$ cat config.mk
export PLATFORM = sky130hd
export DESIGN_NAME = dtc_vote_window
export DESIGN_NICKNAME = d
export VERILOG_FILES = /design/src/rtl/dtc_pkg.sv /design/src/rtl/dtc_argmax_seq.sv /design/src/rtl/dtc_vote_window.sv
export SDC_FILE = /design/constraint.sdc
export NUM_CORES = 1
export LEC_CHECK = 0
export CORE_UTILIZATION = 40
export CTS_CLUSTER_SIZE = 25
export DETAILED_ROUTE_END_ITERATION = 10
export PLACE_DENSITY_LB_ADDON = 0.1
export SYNTH_ARGS = -nofsm -noshare
export SYNTH_HDL_FRONTEND = slang
export SYNTH_HIERARCHICAL = 1
export SYNTH_SLANG_ARGS = --single-unit
$ cat constraint.sdc
create_clock -name clk -period 2.6 [get_ports clk]
set_input_delay 0.26 -clock clk [delete_from_list [all_inputs] [get_ports clk]]
set_output_delay 0.26 -clock clk [all_outputs]
set_load 0.01 [all_outputs]
$ cat src/rtl/dtc_pkg.sv
// Shared types for the decision-tree classifier vote stage.
package dtc_pkg;
  localparam int CLASS_W = 3;
  localparam int NCLS    = 1 << CLASS_W;

  typedef logic [CLASS_W-1:0] class_t;

  typedef enum logic [1:0] {ACCUM, SCAN, HOLD} vote_state_e;
endpackage

$ cat src/rtl/dtc_argmax_seq.sv
// Sequential argmax over the NCLS histogram bins, one bin per cycle.
// Strictly-greater update keeps the lowest class index on ties.
module dtc_argmax_seq
  import dtc_pkg::*;
#(
  parameter int CNT_W = 4
) (
  input  logic             clk,
  input  logic             rst,
  input  logic             start_i,
  input  logic [CNT_W-1:0] bin_i,
  output class_t           idx_o,
  output logic             done_o,
  output class_t           best_idx_o,
  output logic [CNT_W-1:0] best_cnt_o
);
  logic             busy_q;
  logic             done_q;
  class_t           idx_q;
  class_t           best_idx_q;
  logic [CNT_W-1:0] best_cnt_q;

  always_ff @(posedge clk or posedge rst) begin
    if (rst) begin
      busy_q     <= 1'b0;
      done_q     <= 1'b0;
      idx_q      <= '0;
      best_idx_q <= '0;
      best_cnt_q <= '0;
    end else begin
      done_q <= 1'b0;
      if (start_i) begin
        busy_q     <= 1'b1;
        idx_q      <= '0;
        best_idx_q <= '0;
        best_cnt_q <= '0;
      end else if (busy_q) begin
        if (bin_i > best_cnt_q) begin
          best_idx_q <= idx_q;
          best_cnt_q <= bin_i;
        end
        if (idx_q == class_t'(NCLS - 1)) begin
          busy_q <= 1'b0;
          done_q <= 1'b1;
        end else begin
          idx_q <= idx_q + class_t'(1);
        end
      end
    end
  end

  assign idx_o      = idx_q;
  assign done_o     = done_q;
  assign best_idx_o = best_idx_q;
  assign best_cnt_o = best_cnt_q;
endmodule

$ cat src/rtl/dtc_vote_window.sv
// Majority vote over a window of WINDOW class labels.
// Define DTC_VOTE_CONF_EN to add out_conf (vote count of the winner).
module dtc_vote_window
  import dtc_pkg::*;
#(
  parameter  int WINDOW = 8,
  localparam int CNT_W  = $clog2(WINDOW + 1)
) (
  input  logic             clk,
  input  logic             rst,
  input  logic             in_valid,
  output logic             in_ready,
  input  class_t           in_class,
  input  logic             flush,
  output logic             out_valid,
  input  logic             out_ready,
`ifdef DTC_VOTE_CONF_EN
  output logic [CNT_W-1:0] out_conf,
`endif
  output class_t           out_class
);
  vote_state_e                  state_q;
  logic [NCLS-1:0][CNT_W-1:0]   bins_q;
  logic [CNT_W-1:0]             cnt_q;
  logic [CNT_W-1:0]             cnt_d;
  logic                         in_ready_q;
  logic                         out_valid_q;
  class_t                       out_class_q;

  logic                         accept;
  logic                         last;
  logic                         start;
  class_t                       scan_idx;
  logic                         scan_done;
  class_t                       best_idx;
  logic [CNT_W-1:0]             best_cnt;

  // flush wins over a same-cycle label: the label is dropped
  assign accept = (state_q == ACCUM) && in_valid && !flush;
  assign cnt_d  = cnt_q + CNT_W'(1);
  assign last   = (cnt_d == CNT_W'(WINDOW));
  assign start  = accept && last;

  dtc_argmax_seq #(.CNT_W(CNT_W)) u_argmax (
    .clk        (clk),
    .rst        (rst),
    .start_i    (start),
    .bin_i      (bins_q[scan_idx]),
    .idx_o      (scan_idx),
    .done_o     (scan_done),
    .best_idx_o (best_idx),
    .best_cnt_o (best_cnt)
  );

  always_ff @(posedge clk or posedge rst) begin
    if (rst) begin
      state_q     <= ACCUM;
      bins_q      <= '0;
      cnt_q       <= '0;
      in_ready_q  <= 1'b1;
      out_valid_q <= 1'b0;
      out_class_q <= '0;
    end else begin
      unique case (state_q)
        ACCUM: begin
          if (flush) begin
            bins_q <= '0;
            cnt_q  <= '0;
          end else if (accept) begin
            bins_q[in_class] <= bins_q[in_class] + CNT_W'(1);
            cnt_q            <= cnt_d;
            if (last) begin
              state_q    <= SCAN;
              in_ready_q <= 1'b0;
            end
          end
        end
        SCAN: begin
          if (scan_done) begin
            out_class_q <= best_idx;
            out_valid_q <= 1'b1;
            state_q     <= HOLD;
          end
        end
        HOLD: begin
          if (out_ready) begin
            out_valid_q <= 1'b0;
            bins_q      <= '0;
            cnt_q       <= '0;
            in_ready_q  <= 1'b1;
            state_q     <= ACCUM;
          end
        end
        default: state_q <= ACCUM;
      endcase
    end
  end

`ifdef DTC_VOTE_CONF_EN
  logic [CNT_W-1:0] out_conf_q;

  always_ff @(posedge clk or posedge rst) begin
    if (rst)                               out_conf_q <= '0;
    else if (state_q == SCAN && scan_done) out_conf_q <= best_cnt;
  end

  assign out_conf = out_conf_q;
`else
  logic unused_best_cnt;
  assign unused_best_cnt = ^best_cnt;
`endif

  assign in_ready  = in_ready_q;
  assign out_valid = out_valid_q;
  assign out_class = out_class_q;
endmodule

==> impl_metrics.tcl, run 1 <==
set metrics [dict create \
    holdCritPathClass "input pin to async pin" \
    grt_start_max_net_pins 37 \
    port_buffers 12 \
    cts_tree "done" \
    grt_overflow_total 0 \
    critical_path_peak_fanout 11 \
    insertion_delay_ns 0.31 \
    synthFlopType "dfrtp_1" \
    whs_ns 0.181 \
    slew_headroom_pct 52.2 \
    p_seq_share_pct 57.0 \
    max_freq_mhz 402 \
    start_util_pct 41.7 \
    p_int_mw 1.17 \
    vias 2165 \
    path_class "flop to flop" \
    cellPowerDensity_nw_per_um2 452 \
    rows 31 \
    grt_pass1_wl_um 11500 \
    syn_avg_cell_area_sq_um 11.1 \
    cts_max_level 2 \
    cts_max_path_buffers 2 \
    drv_cap 0 \
    tightest_slew_ns 0.710 \
    cp.arrival_ns 2.72 \
    drt-initial-drc-count 107 \
    ys_ff_latch 55 \
    ir_drop_mv 0.224 \
    finalCritPeriodShare_pct 95.8 \
    fin_nets 320 \
    fin_cells 403 \
    synth_nets 291 \
    switching_share_pct 26.5 \
    wl_met1_um 3410 \
    drv_slew 0 \
    die_area_sq_um 7950 \
    routed_wl_um 7000 \
    hpwl_um 5160 \
    ys_warn_count 6 \
    wl_per_cell_um 17.4 \
    synth_area_sq_um 3040 \
    hold_violations 0 \
    rrSetupSlack_ns 0.11 \
    setup_viol 0 \
    fp.dieH_um 89.2 \
    highest_layer "met4" \
    post_route_cells_drive_above_1_share_pct 19.7 \
    track_usage_pct 19.6 \
    syn_inst 274 \
    worst_slack_ns 0.109 \
    ant_nets 0 \
    area_growth_pct 15.7 \
    start_kind "flop" \
    drc 0 \
    cts_num_sinks 55 \
    p_sw_mw 0.420 \
    cts_made_buffers 5 \
    drtPass1Iterations 4 \
    dr_wl_met2_um 3130 \
    clkPwrFrac_pct 32.3 \
    combPwrFrac_pct 10.8 \
    power.leakage_nw 1.54 \
    layout_commonest_cell "dfrtp_1" \
    required_ns 2.83 \
    path_clk_slew_ns 0.10 \
    antennaDiodeCount 0 \
    synth-async-reset-ratio_pct 100 \
    met3_length_um 363 \
    viasPerCell 5.37 \
    antenna_found_initial 0 \
    globalplace.congestion 0.786 \
    endpoint_kind "flop" \
    synth_edf_count 0 \
    postCtsHoldBufs 0 \
    post-route-min-period_ns 2.49 \
    outcome "completed" \
    core_sq_um 7290 \
    grt_pass1_vias 2125 \
    synth.distinct_cells 40 \
    yosysSeqAreaShare_pct 45.3 \
    dpl_worst_slack_ns 0.0457 \
    place_inst 394 \
    pin_count 13 \
    cts-root-buf "clkbuf_8" \
    die_w_um 89.2 \
    final_cell_mix "dfrtp_1 (53), nand2_1 (33), o21ai_0 (24), nand2b_1 (20)" \
    fin_skew_ns 0.0102 \
]
==> logic make-up (layout without fill, tap and decap cells) <==
group                      after synthesis  after routing  share of synthesized area, %
buffers and inverters                   22             52                          2.80
muxes                                   36             36                          18.6
AOI/OAI and AO/OA                       60             60                          13.8
adders and majority gates                9              9                          3.71
and+or+nand+nor                         87             87                          14.1
DFF                                     55             55                          45.3
xor gates and xnor gates                 5              5                          1.69
==> synth_stat cells, drive strengths merged (2+ instances only) <==
cell,n,area [sq um]
mux2,8,90.1
clkbuf,7,26.3
or2,2,12.5
nand3,2,10.0
ha,9,113
inv,12,45.0
nand4,3,18.8
xnor2,3,26.3
nor3,7,35.0
a22o,17,149
nand2,33,124
o21ai,28,140
mux4,14,323
mux2i,14,153
xor2,2,25.0
a21oi,8,51.3
nor2,14,52.6
nor2b,3,21.3
nand2b,20,125
dfrtp,54,1350
buf,2,10.0
==> sequential cells by signal (all words and copies together) (netlist names) <==
register	cells
u_argmax/idx_o	3
out_valid	1
u_argmax/best_cnt_o	4
bins_q	32
u_argmax/done_o	1
state_q	2
cnt_q	4
in_ready	1
u_argmax/best_idx_o	3
u_argmax/busy_q	1
out_class	3
==> layer usage <==
layer	up-vias	GRT usage, %
met5	-	0
met4	0	4.33
met3	10	3.14
met2	41	30.3
met1	1067	29.1
li1	1047	-
==> power groups by stage <==
| stage | clock network (mW) | registers [mW] | logic (mW) |
|---|---|---|---|
| CTS | 0.533 | 0.904 | 0.173 |
| global placement | 0 | 0.920 | 0.172 |
| floorplan | 0 | 0.913 | 0.105 |
| global route | 0.565 | 0.911 | 0.192 |
| detailed placement | 0 | 0.920 | 0.173 |
| finish | 0.512 | 0.904 | 0.171 |
==> stage by stage <==
stage | utilization, % | setup TNS [ns] | power (mW) | cell area (sq um)
5_1_grt | 48.2 | -0.00210 | 1.67 | 3510
4_1_cts | 47.9 | 0 | 1.61 | 3490
2_1_floorplan | - | 0 | 1.02 | 3040
3_3_place_gp | 46.5 | 0 | 1.09 | 3390
3_5_place_dp | 46.5 | 0 | 1.09 | 3390
6_report | 48.2 | 0 | 1.59 | 3510
==> critical path, stage by stage, from the launching register on <==
cell and delay (ns):
dfrtp_1 0.38, buf_12 0.16, mux4_2 0.51, mux2_2 0.30, ha_1 0.29, nor2b_2 0.15
o211ai_2 0.10, a21oi_4 0.18, buf_12 0.14, mux2i_1 0.19
==> area by class of cell <==
| class | count | area [sq um] |
|---|---|---|
| clock buffer | 6 | 82.6 |
| tap | 99 | 124 |
| sequential | 55 | 1380 |
| fill | 731 | 3780 |
| inverter | 13 | 48.8 |
| timing repair buffer | 31 | 288 |
| multi-input combinational | 197 | 1580 |
| clock inverter | 2 | 16.3 |
==> final timing paths <==
path,endpoint,cells after the start,startpoint
min,out_class[1],2,rst
max reg2reg,u_argmax/best_idx_o[0],9,u_argmax/idx_o[0]
min in group clk,out_class[0],1,out_class[0]
max,u_argmax/best_idx_o[0],9,u_argmax/idx_o[0]
min reg2reg,out_class[0],1,out_class[0]
max in group asynchronous,bins_q[27],3,rst
==> what timing repair did <==
action / in CTS / in global routing
gates resized for setup: 0 / 1
setup endpoints to repair: 0 / 7
buffers inserted: 0 / 1
(Power assumes the default switching activity.)
==> inputs of run 2 (changes only) <==
Settings changed: CTS_CLUSTER_DIAMETER set to 60.
==> results of run 2 <==
The final DEF is identical to that of run 1; final timing and power are the same.
==> inputs of run 3 (changes only) <==
Settings changed: CAP_MARGIN set to 20, CORE_MARGIN set to 4.
==> run 3 against run 2 <==
Via count decreased by 0.88%. First-iteration DRC count increased by 64%. Setup slack about the same. Critical path type unchanged. Largest power group unchanged.
==> impl_metrics.tcl, run 3 (synthesis gave the netlist of run 1 again) <==
set metrics [dict create \
    rsz0062_at_grt "no" \
    cts_tree "done" \
    power.leakage_nw 1.53 \
    post_route_cells_drive_above_1_share_pct 18.6 \
    hpwl_um 5240 \
    required_ns 2.84 \
    ant_nets 0 \
    start_kind "flop" \
    ir_drop_mv 0.224 \
    pin_count 13 \
    cts_max_level 2 \
    grtUsageMet3_pct 3.08 \
    post-route-min-period_ns 2.49 \
    start_util_pct 41.4 \
    drtPass1Iterations 4 \
    hold_violations 0 \
    critical_path_peak_fanout 8 \
    fin_skew_ns 0.0161 \
    cts-root-buf "clkbuf_8" \
    vias 2146 \
    postCtsHoldBufs 0 \
    die_area_sq_um 9050 \
    place_inst 390 \
    rows 31 \
    grt_start_max_net_pins 26 \
    finalCritPeriodShare_pct 95.8 \
    grt.met2_usage_pct 24.0 \
    insertion_delay_ns 0.31 \
    drv_slew 0 \
    fin_tns_setup_ns 0 \
    cts_num_sinks 55 \
    cp.arrival_ns 2.73 \
    path_class "flop to flop" \
    die_w_um 95.2 \
    tightest_slew_ns 0.947 \
    met1_usage_pct 26.8 \
    multi_input_area_sq_um 1580 \
    cts_max_path_buffers 2 \
    viasPerCell 5.37 \
    holdCritPathClass "input pin to async pin" \
    drc 0 \
    fp.dieH_um 95.2 \
    drv_cap 0 \
    cts_made_buffers 5 \
    globalplace.congestion 0.849 \
    wl_per_cell_um 17.2 \
    port_buffers 12 \
    core_sq_um 7330 \
    grt_overflow_total 0 \
    fin_nets 317 \
    path_clk_slew_ns 0.10 \
    area_growth_pct 15.0 \
    layout_commonest_cell "dfrtp_1" \
    setup_viol 0 \
    antenna_found_initial 0 \
    endpoint_kind "flop" \
    cellPowerDensity_nw_per_um2 457 \
    register_area_sq_um 1380 \
    nFillCells 659 \
    slew_headroom_pct 36.5 \
    track_usage_pct 17.0 \
    top_register "bins_q" \
    grt_pass1_vias 2138 \
    grt_busiest_layer "met1" \
    largest_register_ffs 32 \
    routed_wl_um 6890 \
    final_cell_mix "dfrtp_1 (54), nand2_1 (33), o21ai_0 (24), nand2b_1 (20), a22o_1 (17)" \
    grt_pass1_wl_um 11800 \
    drt-initial-drc-count 175 \
    max_freq_mhz 401 \
    antennaDiodeCount 0 \
    outcome "completed" \
    fin_cells 400 \
]
-- run 3: cell types whose count changed in the layout (fill, tap and decap cells not counted) --
cell / delta
clkbuf_8: +1
dfrtp_2: -1
buf_4: -3
dfrtp_1: +1
clkinv_4: -1
-- run 3: area by class of cell --
class                   instances  share of cell area, %
flip-flops and latches         55                   39.4
multi-input cells             197                   45.1
well taps                      99                   3.54
clock buffers                   7                   2.76
repair buffers                 28                   7.59
clock inverters                 1                  0.215
inverters                      13                   1.40
-- run 3: worst paths after layout --
check	cells after the start	startpoint	endpoint	slack, ns
hold / removal	2	rst	u_argmax/best_cnt_o[0]	0.29
max in group asynchronous	3	rst	bins_q[27]	1.55
min in group clk	1	out_class[2]	out_class[2]	0.52
setup / recovery	9	u_argmax/idx_o[0]	u_argmax/best_idx_o[2]	0.11
setup reg to reg	9	u_argmax/idx_o[0]	u_argmax/best_idx_o[2]	0.11
hold reg to reg	1	out_class[2]	out_class[2]	0.52
-- run 3: routing by layer --
layer | vias up | wire, um
li1 | 1034 | -
met1 | 1051 | 3530
met2 | 57 | 2930
met3 | 4 | 376
met4 | 0 | 53
met5 | - | 0
-- run 3: through the flow --
stage                     hold slack (ns)  setup WS (ns)  util, %  area [sq um]  power, mW
final                               0.286          0.109     47.7          3490       1.60
after global routing                0.338        0.00401     47.7          3490       1.68
after CTS                           0.305         0.0677     47.3          3470       1.63
after detailed placement            0.500         0.0110     45.9          3360       1.08
after global placement              0.489         0.0204     45.9          3360       1.08
after floorplan                     0.125         0.0929        -          3040       1.02
-- run 3: power by group --
part | leakage (nW) | switching, mW | internal, mW | total [mW]
clock network | 0.0505 | 0.286 | 0.243 | 0.529
registers | 0.739 | 0.0297 | 0.876 | 0.905
logic | 0.739 | 0.0961 | 0.0658 | 0.162
-- run 3: what timing repair did --
item,4_1_cts,5_1_grt
endpoints found under the setup margin,0,6
setup buffers,0,2
gates resized for setup,0,0
-- run 3: worst max-delay path, stage by stage (launching register included) --
cell,delay [ns]
dfrtp_1,0.40
buf_12,0.15
mux4_2,0.48
mux2_2,0.31
ha_1,0.30
nor2b_2,0.14
o211ai_2,0.10
a21oi_4,0.19
buf_4,0.16
mux2i_1,0.18
